<file path="src/rtl/conv_ctrl_pkg.sv">
// Shared definitions for the convolution core sequencer family:
// FSM encoding, default widths and the maxpool reduction factor.
package conv_ctrl_pkg;

    localparam int CNT_W_DEF  = 16;
    localparam int STEP_W_DEF = 3;
    localparam int MP_DIV     = 4;

    typedef enum logic [1:0] {
        ST_IDLE  = 2'd0,
        ST_ISSUE = 2'd1,
        ST_DRAIN = 2'd2,
        ST_DONE  = 2'd3
    } state_t;

endpackage

</file>
<file path="src/rtl/conv_core_sequencer_if.sv">
// Window-buffer handshake and arithmetic-core control bundle.
// master = sequencer side, slave = buffer/core side.
interface conv_core_sequencer_if
    import conv_ctrl_pkg::*;
#(
    parameter int CNT_W  = CNT_W_DEF,
    parameter int STEP_W = STEP_W_DEF
);
    logic              win_valid;
    logic              win_ready;
    logic [CNT_W-1:0]  win_addr;
    logic [STEP_W-1:0] win_step;
    logic              core_en;
    logic [STEP_W-1:0] core_step;
    logic [1:0]        core_bound_level;
    logic              core_en_relu;
    logic              core_en_mp;
    logic              core_out_en;

    modport master (
        input  win_valid, core_out_en,
        output win_ready, win_addr, win_step,
        output core_en, core_step, core_bound_level, core_en_relu, core_en_mp
    );

    modport slave (
        output win_valid, core_out_en,
        input  win_ready, win_addr, win_step,
        input  core_en, core_step, core_bound_level, core_en_relu, core_en_mp
    );

endinterface

</file>
<file path="src/rtl/step_pixel_counter.sv">
// Nested step/pixel counter: the step index wraps at i_n_step and then bumps
// the pixel index; o_last flags the final (pixel, step) pair of a job.
module step_pixel_counter #(
    parameter int CNT_W  = 16,
    parameter int STEP_W = 3
) (
    input  logic              clk,
    input  logic              reset,
    input  logic              i_clear,
    input  logic              i_advance,
    input  logic [STEP_W-1:0] i_n_step,
    input  logic [CNT_W-1:0]  i_n_out,
    output logic [STEP_W-1:0] o_step,
    output logic [CNT_W-1:0]  o_addr,
    output logic              o_last
);

    logic [STEP_W-1:0] r_step;
    logic [CNT_W-1:0]  r_addr;
    logic              w_step_wrap;

    assign w_step_wrap = (r_step == i_n_step);
    // i_n_out is never 0 while advancing, so the minus-one cannot underflow in use.
    assign o_last      = w_step_wrap && (r_addr == (i_n_out - CNT_W'(1)));
    assign o_step      = r_step;
    assign o_addr      = r_addr;

    always_ff @(posedge clk) begin
        if (reset || i_clear) begin
            r_step <= '0;
            r_addr <= '0;
        end else if (i_advance) begin
            if (w_step_wrap) begin
                r_step <= '0;
                r_addr <= r_addr + CNT_W'(1);
            end else begin
                r_step <= r_step + STEP_W'(1);
            end
        end
    end

endmodule

</file>
<file path="src/rtl/conv_core_sequencer.sv">
// Job-level controller for one PE/ReLU/maxpool core: issues windows, counts
// results, and ends the job on the expected count or on a drain timeout.
module conv_core_sequencer
    import conv_ctrl_pkg::*;
#(
    parameter int CNT_W         = CNT_W_DEF,
    parameter int STEP_W        = STEP_W_DEF,
    parameter int DRAIN_TIMEOUT = 15
) (
    input  logic              clk,
    input  logic              reset,
    input  logic              start,
    input  logic [CNT_W-1:0]  cfg_n_out,
    input  logic [STEP_W-1:0] cfg_n_step,
    input  logic [1:0]        cfg_bound_level,
    input  logic              cfg_relu,
    input  logic              cfg_mp,
    output logic              busy,
    output logic              done,
    output logic              err_timeout,
    output logic [CNT_W-1:0]  res_count,
    conv_core_sequencer_if.master bus
);

    localparam int TO_W = $clog2(DRAIN_TIMEOUT + 1);

    state_t            r_state;
    state_t            w_state_next;
    logic [CNT_W-1:0]  r_n_out;
    logic [STEP_W-1:0] r_n_step;
    logic [1:0]        r_bound;
    logic              r_relu;
    logic              r_mp;
    logic              r_busy;
    logic              r_err;
    logic [CNT_W-1:0]  r_res_count;
    logic [TO_W-1:0]   r_timeout;

    logic              w_accept;
    logic              w_issue;
    logic              w_counting;
    logic              w_transfer;
    logic              w_last;
    logic              w_done;
    logic              w_timeout_hit;
    logic              w_res_reached;
    logic [STEP_W-1:0] w_step;
    logic [CNT_W-1:0]  w_addr;
    logic [CNT_W-1:0]  w_expected;

    assign w_issue    = (r_state == ST_ISSUE);
    assign w_counting = w_issue || (r_state == ST_DRAIN);
    assign w_transfer = w_issue && bus.win_valid;
    assign w_expected = r_mp ? (r_n_out / CNT_W'(MP_DIV)) : r_n_out;
    // Compare against the held count so results landing during ISSUE still count.
    assign w_res_reached = (r_res_count >= w_expected);

    step_pixel_counter #(
        .CNT_W  (CNT_W),
        .STEP_W (STEP_W)
    ) u_counter (
        .clk       (clk),
        .reset     (reset),
        .i_clear   (w_accept),
        .i_advance (w_transfer),
        .i_n_step  (r_n_step),
        .i_n_out   (r_n_out),
        .o_step    (w_step),
        .o_addr    (w_addr),
        .o_last    (w_last)
    );

    always_ff @(posedge clk) begin
        if (reset) begin
            r_state <= ST_IDLE;
        end else begin
            r_state <= w_state_next;
        end
    end

    always_comb begin
        w_state_next  = r_state;
        w_accept      = 1'b0;
        w_done        = 1'b0;
        w_timeout_hit = 1'b0;
        case (r_state)
            ST_IDLE: begin
                if (start) begin
                    w_accept     = 1'b1;
                    w_state_next = (cfg_n_out == '0) ? ST_DONE : ST_ISSUE;
                end
            end
            ST_ISSUE: begin
                if (w_transfer && w_last) begin
                    w_state_next = ST_DRAIN;
                end
            end
            ST_DRAIN: begin
                if (w_res_reached) begin
                    w_state_next = ST_DONE;
                end else if (r_timeout == TO_W'(DRAIN_TIMEOUT - 1)) begin
                    w_timeout_hit = 1'b1;
                    w_state_next  = ST_DONE;
                end
            end
            ST_DONE: begin
                w_done       = 1'b1;
                w_state_next = ST_IDLE;
            end
            default: w_state_next = ST_IDLE;
        endcase
    end

    always_ff @(posedge clk) begin
        if (reset) begin
            r_n_out     <= '0;
            r_n_step    <= '0;
            r_bound     <= '0;
            r_relu      <= 1'b0;
            r_mp        <= 1'b0;
            r_busy      <= 1'b0;
            r_err       <= 1'b0;
            r_res_count <= '0;
            r_timeout   <= '0;
        end else begin
            if (w_accept) begin
                r_n_out     <= cfg_n_out;
                r_n_step    <= cfg_n_step;
                r_bound     <= cfg_bound_level;
                r_relu      <= cfg_relu;
                r_mp        <= cfg_mp;
                r_busy      <= 1'b1;
                r_err       <= 1'b0;
                r_res_count <= '0;
            end
            if (w_done) begin
                r_busy <= 1'b0;
            end
            if (w_counting && bus.core_out_en && (r_res_count != '1)) begin
                r_res_count <= r_res_count + CNT_W'(1);
            end
            // Held at zero during ISSUE so every DRAIN entry starts a fresh window.
            if (w_issue) begin
                r_timeout <= '0;
            end else if (r_state == ST_DRAIN) begin
                r_timeout <= r_timeout + TO_W'(1);
            end
            if (w_timeout_hit) begin
                r_err <= 1'b1;
            end
        end
    end

    assign busy        = r_busy;
    assign done        = w_done;
    assign err_timeout = r_err;
    assign res_count   = r_res_count;

    assign bus.win_ready        = w_issue;
    assign bus.win_addr         = w_addr;
    assign bus.win_step         = w_step;
    assign bus.core_en          = w_transfer;
    assign bus.core_step        = w_step;
    assign bus.core_bound_level = r_bound;
    assign bus.core_en_relu     = r_relu;
    assign bus.core_en_mp       = r_mp;

endmodule

</file>
<file path="src/flat_wrapper.sv">
// flat-port wrapper written by rule: the top's interface ports become plain ports
module conv_core_sequencer_flat import conv_ctrl_pkg::*;
#(
    parameter int CNT_W         = CNT_W_DEF,
    parameter int STEP_W        = STEP_W_DEF,
    parameter int DRAIN_TIMEOUT = 15
)
  (clk, reset, start, cfg_n_out, cfg_n_step, cfg_bound_level, cfg_relu, cfg_mp, busy, done, err_timeout, res_count, bus_win_valid, bus_core_out_en, bus_win_ready, bus_win_addr, bus_win_step, bus_core_en, bus_core_step, bus_core_bound_level, bus_core_en_relu, bus_core_en_mp);
  conv_core_sequencer_if #(.CNT_W(CNT_W), .STEP_W(STEP_W)) bus_i ();
  input  logic clk;
  input  logic reset;
  input  logic start;
  input  logic [CNT_W-1:0] cfg_n_out;
  input  logic [STEP_W-1:0] cfg_n_step;
  input  logic [1:0] cfg_bound_level;
  input  logic cfg_relu;
  input  logic cfg_mp;
  output logic busy;
  output logic done;
  output logic err_timeout;
  output logic [CNT_W-1:0] res_count;
  input wire logic [$bits(bus_i.win_valid)-1:0] bus_win_valid;
  input wire logic [$bits(bus_i.core_out_en)-1:0] bus_core_out_en;
  output wire logic [$bits(bus_i.win_ready)-1:0] bus_win_ready;
  output wire logic [$bits(bus_i.win_addr)-1:0] bus_win_addr;
  output wire logic [$bits(bus_i.win_step)-1:0] bus_win_step;
  output wire logic [$bits(bus_i.core_en)-1:0] bus_core_en;
  output wire logic [$bits(bus_i.core_step)-1:0] bus_core_step;
  output wire logic [$bits(bus_i.core_bound_level)-1:0] bus_core_bound_level;
  output wire logic [$bits(bus_i.core_en_relu)-1:0] bus_core_en_relu;
  output wire logic [$bits(bus_i.core_en_mp)-1:0] bus_core_en_mp;
  assign bus_i.win_valid = bus_win_valid;
  assign bus_i.core_out_en = bus_core_out_en;
  assign bus_win_ready = bus_i.win_ready;
  assign bus_win_addr = bus_i.win_addr;
  assign bus_win_step = bus_i.win_step;
  assign bus_core_en = bus_i.core_en;
  assign bus_core_step = bus_i.core_step;
  assign bus_core_bound_level = bus_i.core_bound_level;
  assign bus_core_en_relu = bus_i.core_en_relu;
  assign bus_core_en_mp = bus_i.core_en_mp;
  conv_core_sequencer #(.CNT_W(CNT_W), .STEP_W(STEP_W), .DRAIN_TIMEOUT(DRAIN_TIMEOUT)) u_core (.clk(clk), .reset(reset), .start(start), .cfg_n_out(cfg_n_out), .cfg_n_step(cfg_n_step), .cfg_bound_level(cfg_bound_level), .cfg_relu(cfg_relu), .cfg_mp(cfg_mp), .busy(busy), .done(done), .err_timeout(err_timeout), .res_count(res_count), .bus(bus_i));
endmodule
</file>
<file path="config.mk">
export PLATFORM = sky130hd
export DESIGN_NAME = conv_core_sequencer_flat
export DESIGN_NICKNAME = d
export VERILOG_FILES = /design/src/rtl/conv_ctrl_pkg.sv /design/src/rtl/conv_core_sequencer_if.sv /design/src/rtl/step_pixel_counter.sv /design/src/rtl/conv_core_sequencer.sv /design/src/flat_wrapper.sv
export SDC_FILE = /design/constraint.sdc
export NUM_CORES = 1
export LEC_CHECK = 0
export CELL_PAD_IN_SITES_DETAIL_PLACEMENT = 1
export CELL_PAD_IN_SITES_GLOBAL_PLACEMENT = 1
export CORE_ASPECT_RATIO = 0.7
export CORE_MARGIN = 2
export CORE_UTILIZATION = 39
export DETAILED_ROUTE_END_ITERATION = 8
export GPL_ROUTABILITY_DRIVEN = 0
export PLACE_DENSITY_LB_ADDON = 0.1
export SLEW_MARGIN = 20
export SYNTH_ARGS = -nofsm -noshare
export SYNTH_HDL_FRONTEND = slang
export SYNTH_SLANG_ARGS = --single-unit
</file>
<file path="constraint.sdc">
create_clock -name clk -period 4.09 [get_ports clk]
set_input_delay 0.409 -clock clk [delete_from_list [all_inputs] [get_ports clk]]
set_output_delay 0.409 -clock clk [all_outputs]
set_load 0.02 [all_outputs]
</file>
==> qor.yml <==
outcome: "completed"
drc_errors: 0
totalPowerFinal_mw: 2.558
drv_cap: 0
place_ws_ns: 0.8318
max-clock-path-buffers: 2
slowest_stage: "nor4_4"
max_stage_delay_ns: 0.77
path_cells: "inv_1, ha_1, nand2_1, nor4_4, nand4_1, a2111oi_2, nand4_1, o2bb2ai_1, a221oi_2"
muxShareOfSynthArea_pct: 4.172
via_per_inst: 5.471
use_met3_pct: 5.298
die_w_microns: 127.1
ir_drop_uv: 246.2
critPathMaxFanout: 10
cts_buffers: 9
yosys.area_share.simple_pct: 27.06
placed_cells: 689
synth-compound-area-share_pct: 14.09
wl_per_cell_microns: 17.39
grt_util_met2_pct: 32.30
rrSetupSlack_ns: 0.79
worst_ep_arrival_time_ns: 3.55
grt_max_degree: 48
timing.hold.ws_ns: 0.4596
synth_top_family_by_area: "simple AND/OR/NAND/NOR gates"
stdcell_area_sq_mm: 0.005180
yosysTopAreaCell: "dfxtp_1"
crit_path_start_kind: "flip-flop"
worst_slack_ns: 0.7876
cts_hold_buf: 0
hold_viol: 0
areaGrowthSynthToFinish_pct: 25.15
ys_async_sr_fraction_pct: 0
worst-r2r-cell-count: 9
fmax_mhz: 302.8
std_cell_rows: 31
dp_hpwl_microns: 8934
antenna_cells: 0
core_area_sq_mm: 0.01036
synth_area_leaders: "dfxtp_1 (32%), ha_1 (8.2%), nand2_1 (6.2%), xor2_1 (5.3%), a21oi_1 (5.2%)"
synth_flop_cell: "dfxtp_1"
portBuffers: 74
ys_types: 58
r2r_start: "u_core.r_state[1]"
ctsResizeCount: 0
postCtsSetupBuffers: 0
slew_headroom_pct: 47.34
worstMarginPinSlew_ns: 0.7840
crit_type: "flip-flop to flip-flop"
finalSetupViolCount: 0
synth_xor_area_share_pct: 8.464
p_leak_nw: 1.880
crit_family: "simple AND/OR/NAND/NOR gates"
tns_ns: 0
cts.sinks: 66
required_ns: 4.34
grt_usage_pct: 22.18
crit_buf_inv: 1
h-tree-depth: 3
grt_most_used_layer: "met2"
min_delay_path_depth: 2
skew_ns: 0.006481
powerDensity_mw_per_mm2: 493.8
grt_antenna_before_repair: 0
grt_pass1_vias: 3857
fin_cells: 705
drive_gt1_share_pct: 6.108
clk_pin_slew_ns: 0.06
syn-instance-count: 510
cp_common_cell: "nand4_1"
cts_tree: "done"
fin_crit_sh_pct: 80.74
syn_avg_cell_area_sq_um: 8.116
synthesis.nets: 565
wl_microns: 12260
clock_latency_ns: 0.34
drtPass1Iterations: 4
worstHoldPathType: "flip-flop to flip-flop"
critPathCaptureType: "flip-flop"
synth_common_cells: "nand2_1 (68), dfxtp_1 (66), nor2_1 (51)"
yosysMostFrequentCell: "nand2_1"
dieHeight_microns: 90.19
synth_fa_ha_area_share_pct: 8.162
ios: 75
fin_util_pct: 50.02
synth-seq-cells: 66
place_area_sq_mm: 0.004881
fin_crit_ns: 3.302
grt_use_met1_pct: 32.24
synth_top_cell_area_share_pct: 31.92
die_area_sq_mm: 0.01147
timing.rr.end: "u_core.r_state[1]"
root_buffer: "clkbuf_16"
syn_area_sq_mm: 0.004139
vias: 3857
dr.first_iter.drc_count: 198
grt_overflow_total: 0
nNetsFinal: 623
worst_hold_path.endpoint: "u_core.bus.core_en_relu"
grt_pass1_wl_microns: 20220
detail-route-antenna-nets: 0
min_from: "u_core.bus.core_en_relu"
start_util_pct: 39.97
yosysWarnings: 0
ys_seq_area_share_pct: 31.92
rsz0062_at_grt: "false"
drv_slew: 0
synth-edff-count: 0
-- cells by family after synthesis --
| family | Yosys count |
|---|---|
| flops | 66 |
| simple gates | 220 |
| compound gates | 96 |
| xor+xnor | 40 |
| mux | 17 |
| buf+inv | 44 |
| fa+ha+maj | 27 |
-- flip-flops by register name, summed over array words and instances (netlist names) --
name                         flops
u_core.u_counter.o_addr         16
u_core.r_n_step                  3
u_core.bus.core_bound_level      2
u_core.r_n_out                  16
u_core.r_state                   2
u_core.err_timeout               1
u_core.bus.core_en_mp            1
u_core.r_timeout                 4
u_core.bus.core_en_relu          1
u_core.u_counter.o_step          3
u_core.res_count                16
u_core.busy                      1
-- worst reg2reg max path: cells and delay by family (launching register included) --
| kind | cells | cell delay, ns |
|---|---|---|
| adders and majority gates | 1 | 0.38 |
| DFF | 1 | 0.34 |
| and+or+nand+nor | 4 | 1.49 |
| AOI/OAI and AO/OA | 3 | 0.83 |
| buffers and inverters | 1 | 0.17 |
-- where the power goes --
part	switching, mW	internal, mW	leakage, nW
logic	0.559	0.393	1.20
clock network	0.292	0.505	0.147
registers	0.104	0.705	0.536
-- per-layer routing --
| metal | routed length [microns] | vias up | share of wire [%] |
|---|---|---|---|
| li1 | - | 1909 | - |
| met1 | 6362 | 1860 | 52 |
| met2 | 5197 | 76 | 42 |
| met3 | 521 | 12 | 4.2 |
| met4 | 180 | 0 | 1.5 |
| met5 | 0 | - | 0 |
-- how the worst max path moves through the flow --
stage	cells past startpoint	slack [ns]	from	to
6_report	9	0.79	u_core.r_state[1]	u_core.r_state[1]
4_1_cts	9	0.79	u_core.r_state[1]	u_core.u_counter.o_addr[15]
5_1_grt	9	0.52	u_core.r_state[1]	u_core.u_counter.o_addr[15]
3_5_place_dp	9	0.83	u_core.r_state[1]	u_core.u_counter.o_addr[15]
2_1_floorplan	11	0.97	u_core.bus.core_en_mp	u_core.r_state[1]
3_3_place_gp	9	0.95	u_core.r_state[1]	u_core.u_counter.o_addr[15]
-- cells in the final DEF, fill, tap and decap left out, types with 15 or more instances in the layout --
master / instances
ha_1: 27
a21oi_1: 43
o21ai_0: 24
dfxtp_1: 66
nor3_1: 15
nand2_1: 68
mux2i_1: 15
xnor2_1: 15
nor2_1: 51
clkdlybuf4s50_1: 74
xor2_1: 25
-- cell type report --
type,instances,area [sq um]
clock inverters,2,35.03
flip-flops and latches,66,1321
inverters,10,37.54
repair buffers,81,793.3
fillers,1249,5176
well taps,132,165.2
multi-input cells,400,2564
clock buffers,14,264.0
No activity file was read; power rests on OpenSTA's default activity.
